File: config.mk
export PLATFORM = sky130hd
export DESIGN_NAME = mem_wb_skid_register
export DESIGN_NICKNAME = d
export VERILOG_FILES = /design/src/rtl/mem_wb_skid_register.sv
export SDC_FILE = /design/constraint.sdc
export NUM_CORES = 1
export LEC_CHECK = 0
export BUFFER_PORTS_ARGS = -buffer_cell sky130_fd_sc_hd__buf_2
export CAP_MARGIN = 20
export CELL_PAD_IN_SITES_DETAIL_PLACEMENT = 0
export CELL_PAD_IN_SITES_GLOBAL_PLACEMENT = 1
export CORE_ASPECT_RATIO = 0.5
export CORE_MARGIN = 1
export CORE_UTILIZATION = 41
export DETAILED_ROUTE_END_ITERATION = 7
export GPL_TIMING_DRIVEN = 0
export PLACE_DENSITY = 0.86
export SLEW_MARGIN = 20
export SYNTH_ARGS = -nofsm -noshare
export SYNTH_HDL_FRONTEND = slang
export SYNTH_SLANG_ARGS = --single-unit
File: constraint.sdc
create_clock -name clk -period 4.6 [get_ports clk]
set_clock_uncertainty 0.15 [all_clocks]
set_input_delay 0.23 -clock clk [delete_from_list [all_inputs] [get_ports clk]]
set_output_delay 0.23 -clock clk [all_outputs]
set_load 0.03 [all_outputs]
File: src/rtl/mem_wb_skid_register.sv
// Elastic MEM/WB pipeline register: two-entry skid buffer with valid/ready on
// both sides, fully registered outputs and a synchronous flush.
module mem_wb_skid_register #(
  parameter int CTRL_W = 1,
  parameter int DATA_W = 64,
  parameter int RD_W   = 5
) (
  input  logic              clk,
  input  logic              reset,
  input  logic              flush,
  input  logic              in_valid,
  output logic              in_ready,
  input  logic [CTRL_W-1:0] in_ctrl,
  input  logic [DATA_W-1:0] in_data,
  input  logic [RD_W-1:0]   in_rd,
  output logic              out_valid,
  input  logic              out_ready,
  output logic [CTRL_W-1:0] out_ctrl,
  output logic [DATA_W-1:0] out_data,
  output logic [RD_W-1:0]   out_rd,
  output logic [1:0]        occupancy
);

  typedef struct packed {
    logic [CTRL_W-1:0] ctrl;
    logic [DATA_W-1:0] data;
    logic [RD_W-1:0]   rd;
  } entry_t;

  // Encoding chosen so bit 0 is the main valid and bit 1 the skid valid.
  typedef enum logic [1:0] {
    EMPTY = 2'b00,
    ONE   = 2'b01,
    TWO   = 2'b11
  } state_t;

  state_t state, state_n;
  entry_t main_q, main_n, skid_q, skid_n, in_entry;
  logic   main_valid, skid_valid, in_fire, out_fire;

  assign main_valid = state[0];
  assign skid_valid = state[1];
  assign in_entry   = '{ctrl: in_ctrl, data: in_data, rd: in_rd};
  assign in_fire    = in_valid & ~skid_valid;
  assign out_fire   = main_valid & out_ready;

  always_comb begin
    state_n = state;
    main_n  = main_q;
    skid_n  = skid_q;
    case (state)
      EMPTY: begin
        if (in_fire) begin
          main_n  = in_entry;
          state_n = ONE;
        end
      end
      ONE: begin
        if (in_fire && out_fire) begin
          main_n = in_entry;
        end else if (in_fire) begin
          skid_n  = in_entry;
          state_n = TWO;
        end else if (out_fire) begin
          state_n = EMPTY;
        end
      end
      TWO: begin
        if (out_fire) begin
          main_n  = skid_q;
          state_n = ONE;
        end
      end
      default: state_n = EMPTY;
    endcase
    // Flush wins: contents are held (so a dropped input never reaches
    // out_data) and only ctrl/rd are scrubbed.
    if (flush) begin
      state_n     = EMPTY;
      main_n      = main_q;
      skid_n      = skid_q;
      main_n.ctrl = '0;
      main_n.rd   = '0;
      skid_n.ctrl = '0;
      skid_n.rd   = '0;
    end
  end

  always_ff @(posedge clk or posedge reset) begin
    if (reset) begin
      state  <= EMPTY;
      main_q <= '0;
      skid_q <= '0;
    end else begin
      state  <= state_n;
      main_q <= main_n;
      skid_q <= skid_n;
    end
  end

  assign in_ready  = ~skid_valid;
  assign out_valid = main_valid;
  assign out_ctrl  = main_valid ? main_q.ctrl : '0;
  assign out_rd    = main_valid ? main_q.rd : '0;
  assign out_data  = main_q.data;
  assign occupancy = {1'b0, main_valid} + {1'b0, skid_valid};

endmodule

==> results of run 1 <==
## worst register-to-register path, cell delays in order (launching register included)
cell	delay [ps]
dfrtp_1	470
buf_2	230
inv_1	80
ha_1	230
nor2_1	120
clkbuf_1	480
clkbuf_1	480
a21oi_1	150
a31oi_1	160
## cell type report
class / instances / area share [%]
multi-input cells: 454 / 27.8
plain buffers: 119 / 8.03
well taps: 227 / 3.08
clock inverters: 14 / 1.47
inverters: 4 / 0.244
clock buffers: 18 / 4.65
repair buffers: 221 / 16.1
flip-flops and latches: 142 / 38.5
## cells by family (layout without fill, tap and decap cells)
group                      Yosys count  count (layout)  share of synthesized area, %
AOI/OAI and AO/OA                  153             153                          13.1
xor gates and xnor gates             1               1                         0.127
adders and majority gates            5               5                         0.910
buffers and inverters              123             376                          11.0
DFF                                142             142                          51.7
muxes                               71              71                          10.3
and+or+nand+nor                    224             224                          12.8
## metrics by stage
step	util, %	cell area [um2]	worst slack (ps)	TNS, ps
after floorplan	-	6880	410	0
after global placement	48.2	7900	-1270	-179230
after detailed placement	48.4	7940	2010	0
after CTS	56.2	9220	1980	0
after global routing	56.2	9220	1710	0
final	56.2	9220	1970	0
## flip-flops by register name (all words and copies together), names as in the netlist
signal    flops
state         2
main_q        6
skid_q       70
out_data     64
## cell usage after synthesis
master,instances,share of area (%)
ha_1,5,0.91
nand4b_1,1,0.13
nor2_1,1,0.055
and3_1,1,0.091
nand2b_1,2,0.18
buf_2,19,1.4
mux2i_1,71,10
a21boi_1,1,0.11
clkbuf_1,30,1.6
nand4_1,1,0.091
nor2b_1,1,0.091
and4_1,1,0.13
xnor2_1,1,0.13
o21ai_1,6,0.44
or4_1,1,0.11
a221oi_4,1,0.38
dfrtp_1,142,52
buf_6,3,0.49
a31oi_1,66,6.0
a311oi_1,6,0.76
buf_4,66,7.2
and2_1,6,0.55
nand2_1,208,11
a21oi_1,71,5.2
buf_1,1,0.055
inv_1,4,0.22
a211o_1,1,0.13
a21o_1,1,0.11
nand3_1,1,0.073
## timing repair
| action | 4_1_cts | 5_1_grt |
|---|---|---|
| endpoints found under the hold margin | 124 | 0 |
| hold buffers | 72 | 0 |
| resized for setup | 0 | 0 |
| setup endpoints to repair | 0 | 0 |
## routing by layer
metal | share of wire [%] | vias up | track usage [%]
met5 | 0 | - | 0
li1 | - | 2872 | -
met3 | 3.5 | 14 | 3.78
met4 | 1.1 | 0 | 5.79
met1 | 47 | 2815 | 28.1
met2 | 49 | 119 | 34.2
## worst paths after layout
kind / cells past startpoint / slack [ps] / end
setup / recovery: 8 / 1970 / out_data[20]$_DFFE_PP0P_
hold / removal: 4 / 150 / state[1]$_DFFE_PP0P_
setup reg to reg: 8 / 1970 / out_data[20]$_DFFE_PP0P_
hold reg to reg: 2 / 320 / skid_q[28]$_DFFE_PP0P_
max in group asynchronous: 4 / 3310 / out_data[27]$_DFFE_PP0P_
min in group asynchronous: 3 / 230 / skid_q[8]$_DFFE_PP0P_
## layout by cell type (no fill, tap or decap), types with 2 or more instances in the layout
master / count
o21ai_1: 6
clkbuf_16: 17
dlygate4sd3_1: 72
inv_1: 3
nand2b_1: 2
dfrtp_1: 142
ha_1: 5
a31oi_1: 66
buf_6: 3
buf_2: 167
clkbuf_1: 31
mux2i_1: 71
and2_1: 6
a311oi_1: 6
clkinvlp_4: 4
clkinv_4: 3
a21oi_1: 71
inv_6: 5
buf_4: 66
nand2_1: 208
## report_power, final
group | internal [uW] | total [uW] | leakage, uW | switching [uW]
logic | 1070 | 2670 | 0.00234 | 1590
registers | 1810 | 2120 | 0.00169 | 308
clock network | 754 | 1320 | 0.000264 | 565
==> summary.md, run 1 <==
| Metric | Value |
|---|---|
| # clock sinks | `142` |
| Post-route insts no fill | `1,199` |
| Filler Cells Inserted | `1,474` |
| Tmin final | `2630 ps` |
| Setup Fix Bufs, Post-CTS | `0` |
| Die extent in x | `185 um` |
| TritonCTS buffer count | `17` |
| Outcome | `finished, final reports clean` |
| Hold Crit Start | `out_ready` |
| Cells after DPL | `1,095` |
| Initial Utilization | `41.9%` |
| RSZ-0062 raised after global routing | `no` |
| Initial antenna violation count | `0` |
| Vias in the first global route | `5,616` |
| Peak VDD IR | `0.000356 V` |
| Fmax | `0.380 GHz` |
| WHS | `153 ps` |
| Tot GR Track Use | `20.8%` |
| Placement row count | `33` |
| Synth cell types | `29` |
| Yosys reg bits | `142` |
| Routed vias/inst | `4.85` |
| Reg area | `3550 um2` |
| Critical path launch point type | `flop` |
| CP endpoint kind | `flop` |
| GRT overflow | `0` |
| Most used cell, CP | `clkbuf_1` |
| Final period util | `57.3%` |
| R2r startpoint | `state[0]$_DFFE_PP0P_` |
| Total Wirelength | `17,200 um` |
| DR WL/cell | `14.3 um` |
| Reg clk slew, reported paths | `60 ps` |
| Syn_area_per_cell | `9.56 um2` |
| Die footprint | `17,300 um2` |
| Router iterations before antenna repair | `5` |
| Clk_lat worst skew | `410 ps` |
| CP peak stage delay | `480 ps` |
| Layout Nets | `1,039` |
| Clk buf depth | `2` |
| CP bufs+invs | `4` |
| Dpl hpwl | `11,700 um` |
| Synth Warn # | `0` |
| Worst rel slew slack | `47.7%` |
| Max-Cap Viols | `0` |
| Routed vias | `5,820` |
| Syn Nets | `799` |
| Antenna Nets Post-Route | `0` |
| CP max stage cell | `clkbuf_1` |
| Slew Limit Fails | `0` |
| Initial DRC count | `280` |
| Crit Path Class | `flop to flop` |
| Post-route total power | `6110 uW` |
| Critical Path Fanout Max | `10` |
| Pin count of the biggest net entering global routing | `95` |
| First-pass GRT wire length | `27,900 um` |
| Global placement routability congestion | `0.824` |
| Hold Path Class | `input port to flop` |
| Die height | `93.6 um` |
| Cell area power density | `662 nW/um2` |
| Share of layout cells above drive strength 1 | `27.8%` |
| Synthesized instance count | `719` |
| Area grow syn2layout | `34.1%` |
| Antenna cell count | `0` |
| IO Port Bufs | `148` |
| Post-Syn Area | `6880 um2` |
| # H-tree levels | `4` |
| Drt drc | `0` |
| Final setup viols | `0` |
| Hold Vio Cnt, Final | `0` |
| Crit path required time | `4780 ps` |
| Critical path's top delay family | `buffers and inverters` |
| Leakage | `0.00430 uW` |
| Root buf cell | `clkbuf_16` |
| Io pins | `149` |
| CTS tree | `done` |
| Core Box Area | `16,400 um2` |
| CP startpoint | `state[0]$_DFFE_PP0P_` |
| Worst Tran Pin Value | `784 ps` |
| Sequential element share of the synthesized area | `51.7%` |
| Area of the multi-input gates | `2570 um2` |
| Crit-path cells | `buf_2 > inv_1 > ha_1 > nor2_1 > clkbuf_1 > clkbuf_1 > a21oi_1 > a31oi_1` |
| Crit path DAT | `2810 ps` |
Power figures use the tool's default switching activity.
==> run 2: changes to the inputs <==
CORE_UTILIZATION = 37   (was 41)
PLACE_DENSITY = 0.82   (was 0.86)
clock period = 2.14 ns   (was 4.6 ns; I/O delays follow)
==> run 2 against run 1 <==
Power rose by 120%. Non-clock buffer count rose by 15. Sequential share of layout area decreased by 1.3 points. Combinational power up 130%. Cell area rose by 3.7%. Flip-flop and latch count unchanged. Clock power increased by 130%. Critical endpoint is now out_data[61]$_DFFE_PP0P_. Largest cell class unchanged.
==> summary.md, run 2 (same netlist as run 1, synthesis figures left out) <==
| Metric | Value |
|---|---|
| Outcome | `finished, final reports clean` |
| Cell area power density | `1440 nW/um2` |
| Final setup viols | `0` |
| Root buf cell | `clkbuf_16` |
| CTS tree | `done` |
| Dpl hpwl | `12,300 um` |
| Crit path DAT | `2230 ps` |
| Antenna Nets Post-Route | `0` |
| Antenna cell count | `0` |
| Routed vias | `5,774` |
| Peak VDD IR | `0.000528 V` |
| Initial Utilization | `38.7%` |
| Die height | `98.4 um` |
| Worst Tran Pin Value | `736 ps` |
| GRT overflow | `0` |
| Post-route total power | `13,700 uW` |
| Clk buf depth | `2` |
| Crit path required time | `2320 ps` |
| # clock sinks | `142` |
| Area grow syn2layout | `39.1%` |
| Initial antenna violation count | `0` |
| Hold Vio Cnt, Final | `0` |
| Filler Cells Inserted | `1,646` |
| Fin util | `53.8%` |
| Drt drc | `0` |
| Die footprint | `19,200 um2` |
| IO Port Bufs | `148` |
| Routed vias/inst | `4.74` |
| Router iterations before antenna repair | `5` |
| Layout Nets | `1,054` |
| Slew Limit Fails | `0` |
| Vias in the first global route | `5,767` |
| Commonest non-fill, non-tap cells in the layout | `208 x nand2_1, 159 x buf_2, 140 x dfrtp_1` |
| Most flops, register | `skid_q` |
| Total Wirelength | `18,000 um` |
| Hold Path Class | `input port to asynchronous set/reset pin` |
| Worst rel slew slack | `50.9%` |
| # H-tree levels | `4` |
| Pin count of the biggest net entering global routing | `34` |
| WHS | `134 ps` |
| R2R Setup Slk | `90 ps` |
| Initial DRC count | `241` |
| Setup WS post-layout | `93.9 ps` |
| Critical path launch point type | `flop` |
| Io pins | `149` |
| Post-Place Setup Slack | `-407 ps` |
| TritonCTS buffer count | `17` |
| Leakage | `0.00450 uW` |
| DR WL/cell | `14.7 um` |
| R2r startpoint | `state[0]$_DFFE_PP0P_` |
| Placement row count | `34` |
| Fmax | `0.489 GHz` |
| Most common cell after layout, fill and taps aside | `nand2_1` |
| Critical Path Fanout Max | `10` |
| Final period util | `95.6%` |
| Share of layout cells above drive strength 1 | `31.7%` |
| Clk_lat worst skew | `410 ps` |
| Global placement routability congestion | `0.749` |
| Core Box Area | `17,800 um2` |
| Tmin final | `2050 ps` |
| CP startpoint | `state[0]$_DFFE_PP0P_` |
| Crit Path Class | `flop to flop` |
| Die extent in x | `195 um` |
| Tot GR Track Use | `19.3%` |
| Max-Cap Viols | `0` |
| Max FFs per register | `70` |
| CP endpoint kind | `flop` |
| Reg clk slew, reported paths | `60 ps` |
| First-pass GRT wire length | `28,900 um` |
[run 2: changes by cell type in the layout (fill, tap and decap cells not counted), moves of 3 or more]
cell,before,now
buf_2,167,159
buf_6,3,6
clkbuf_1,31,9
buf_8,0,3
clkbuf_4,0,4
ha_1,5,2
clkbuf_2,0,16
buf_4,66,78
buf_12,0,6
[run 2: final cells by class]
type	instances	area [um2]	area share, %
Buffer	117	831	8.69
Sequential cell	142	3560	37.2
Clock inverter	13	165	1.73
Tap cell	234	293	3.06
Multi-Input combinational cell	454	2590	27.1
Timing Repair Buffer	238	1680	17.6
Clock buffer	17	425	4.45
Inverter	4	18.8	0.196
[run 2: through the flow]
| step | instances | setup TNS, ps | instance area, um2 |
|---|---|---|---|
| floorplan | 719 | -47.4 | 6880 |
| global placement | 1101 | -150110 | 7920 |
| detailed placement | 1105 | -30880 | 8000 |
| CTS | 1213 | 0 | 9440 |
| global route | 1219 | -69.8 | 9560 |
| finish | 1219 | 0 | 9560 |
[run 2: layer usage]
layer | vias to the layer above | share of wire [%] | track usage, %
met5 | - | 0 | 0
met4 | 0 | 1.3 | 6.36
met3 | 21 | 2.7 | 3.18
met2 | 105 | 48 | 31.5
met1 | 2748 | 48 | 26.3
li1 | 2900 | - | -
[run 2: where the power goes]
group | switching [uW] | internal, uW | total, uW | leakage, uW
Sequential | 644 | 3890 | 4540 | 0.00169
Clock | 1160 | 1830 | 2990 | 0.000290
Combinational | 3530 | 2670 | 6200 | 0.00252
Total | 5340 | 8390 | 13700 | 0.00450
[run 2: worst paths after layout]
| path | endpoint | cells past startpoint |
|---|---|---|
| min reg2reg | skid_q[12]$_DFFE_PP0P_ | 2 |
| max reg2reg | out_data[61]$_DFFE_PP0P_ | 9 |
| min | skid_q[65]$_DFFE_PP0P_ | 3 |
| min in group clk | state[1]$_DFFE_PP0P_ | 5 |
| max in group asynchronous | state[1]$_DFFE_PP0P_ | 6 |
| max | out_data[61]$_DFFE_PP0P_ | 9 |
[run 2: repair_timing]
action / CTS / global route
cloned: 1 / 1
resized for setup: 34 / 26
hold buffers: 73 / 0
setup buffers: 5 / 6
hold endpoints to repair: 189 / 0
endpoints found under the setup margin: 136 / 74
pin swaps: 2 / 4
[run 2: worst max-delay path, stage by stage, from the launching register on]
cell and delay (ps):
dfrtp_2 420, buf_6 130, inv_1 60, ha_2 210
a221oi_4 320, buf_12 170, buf_6 150, buf_6 150
a21oi_1 70, a31oi_1 140
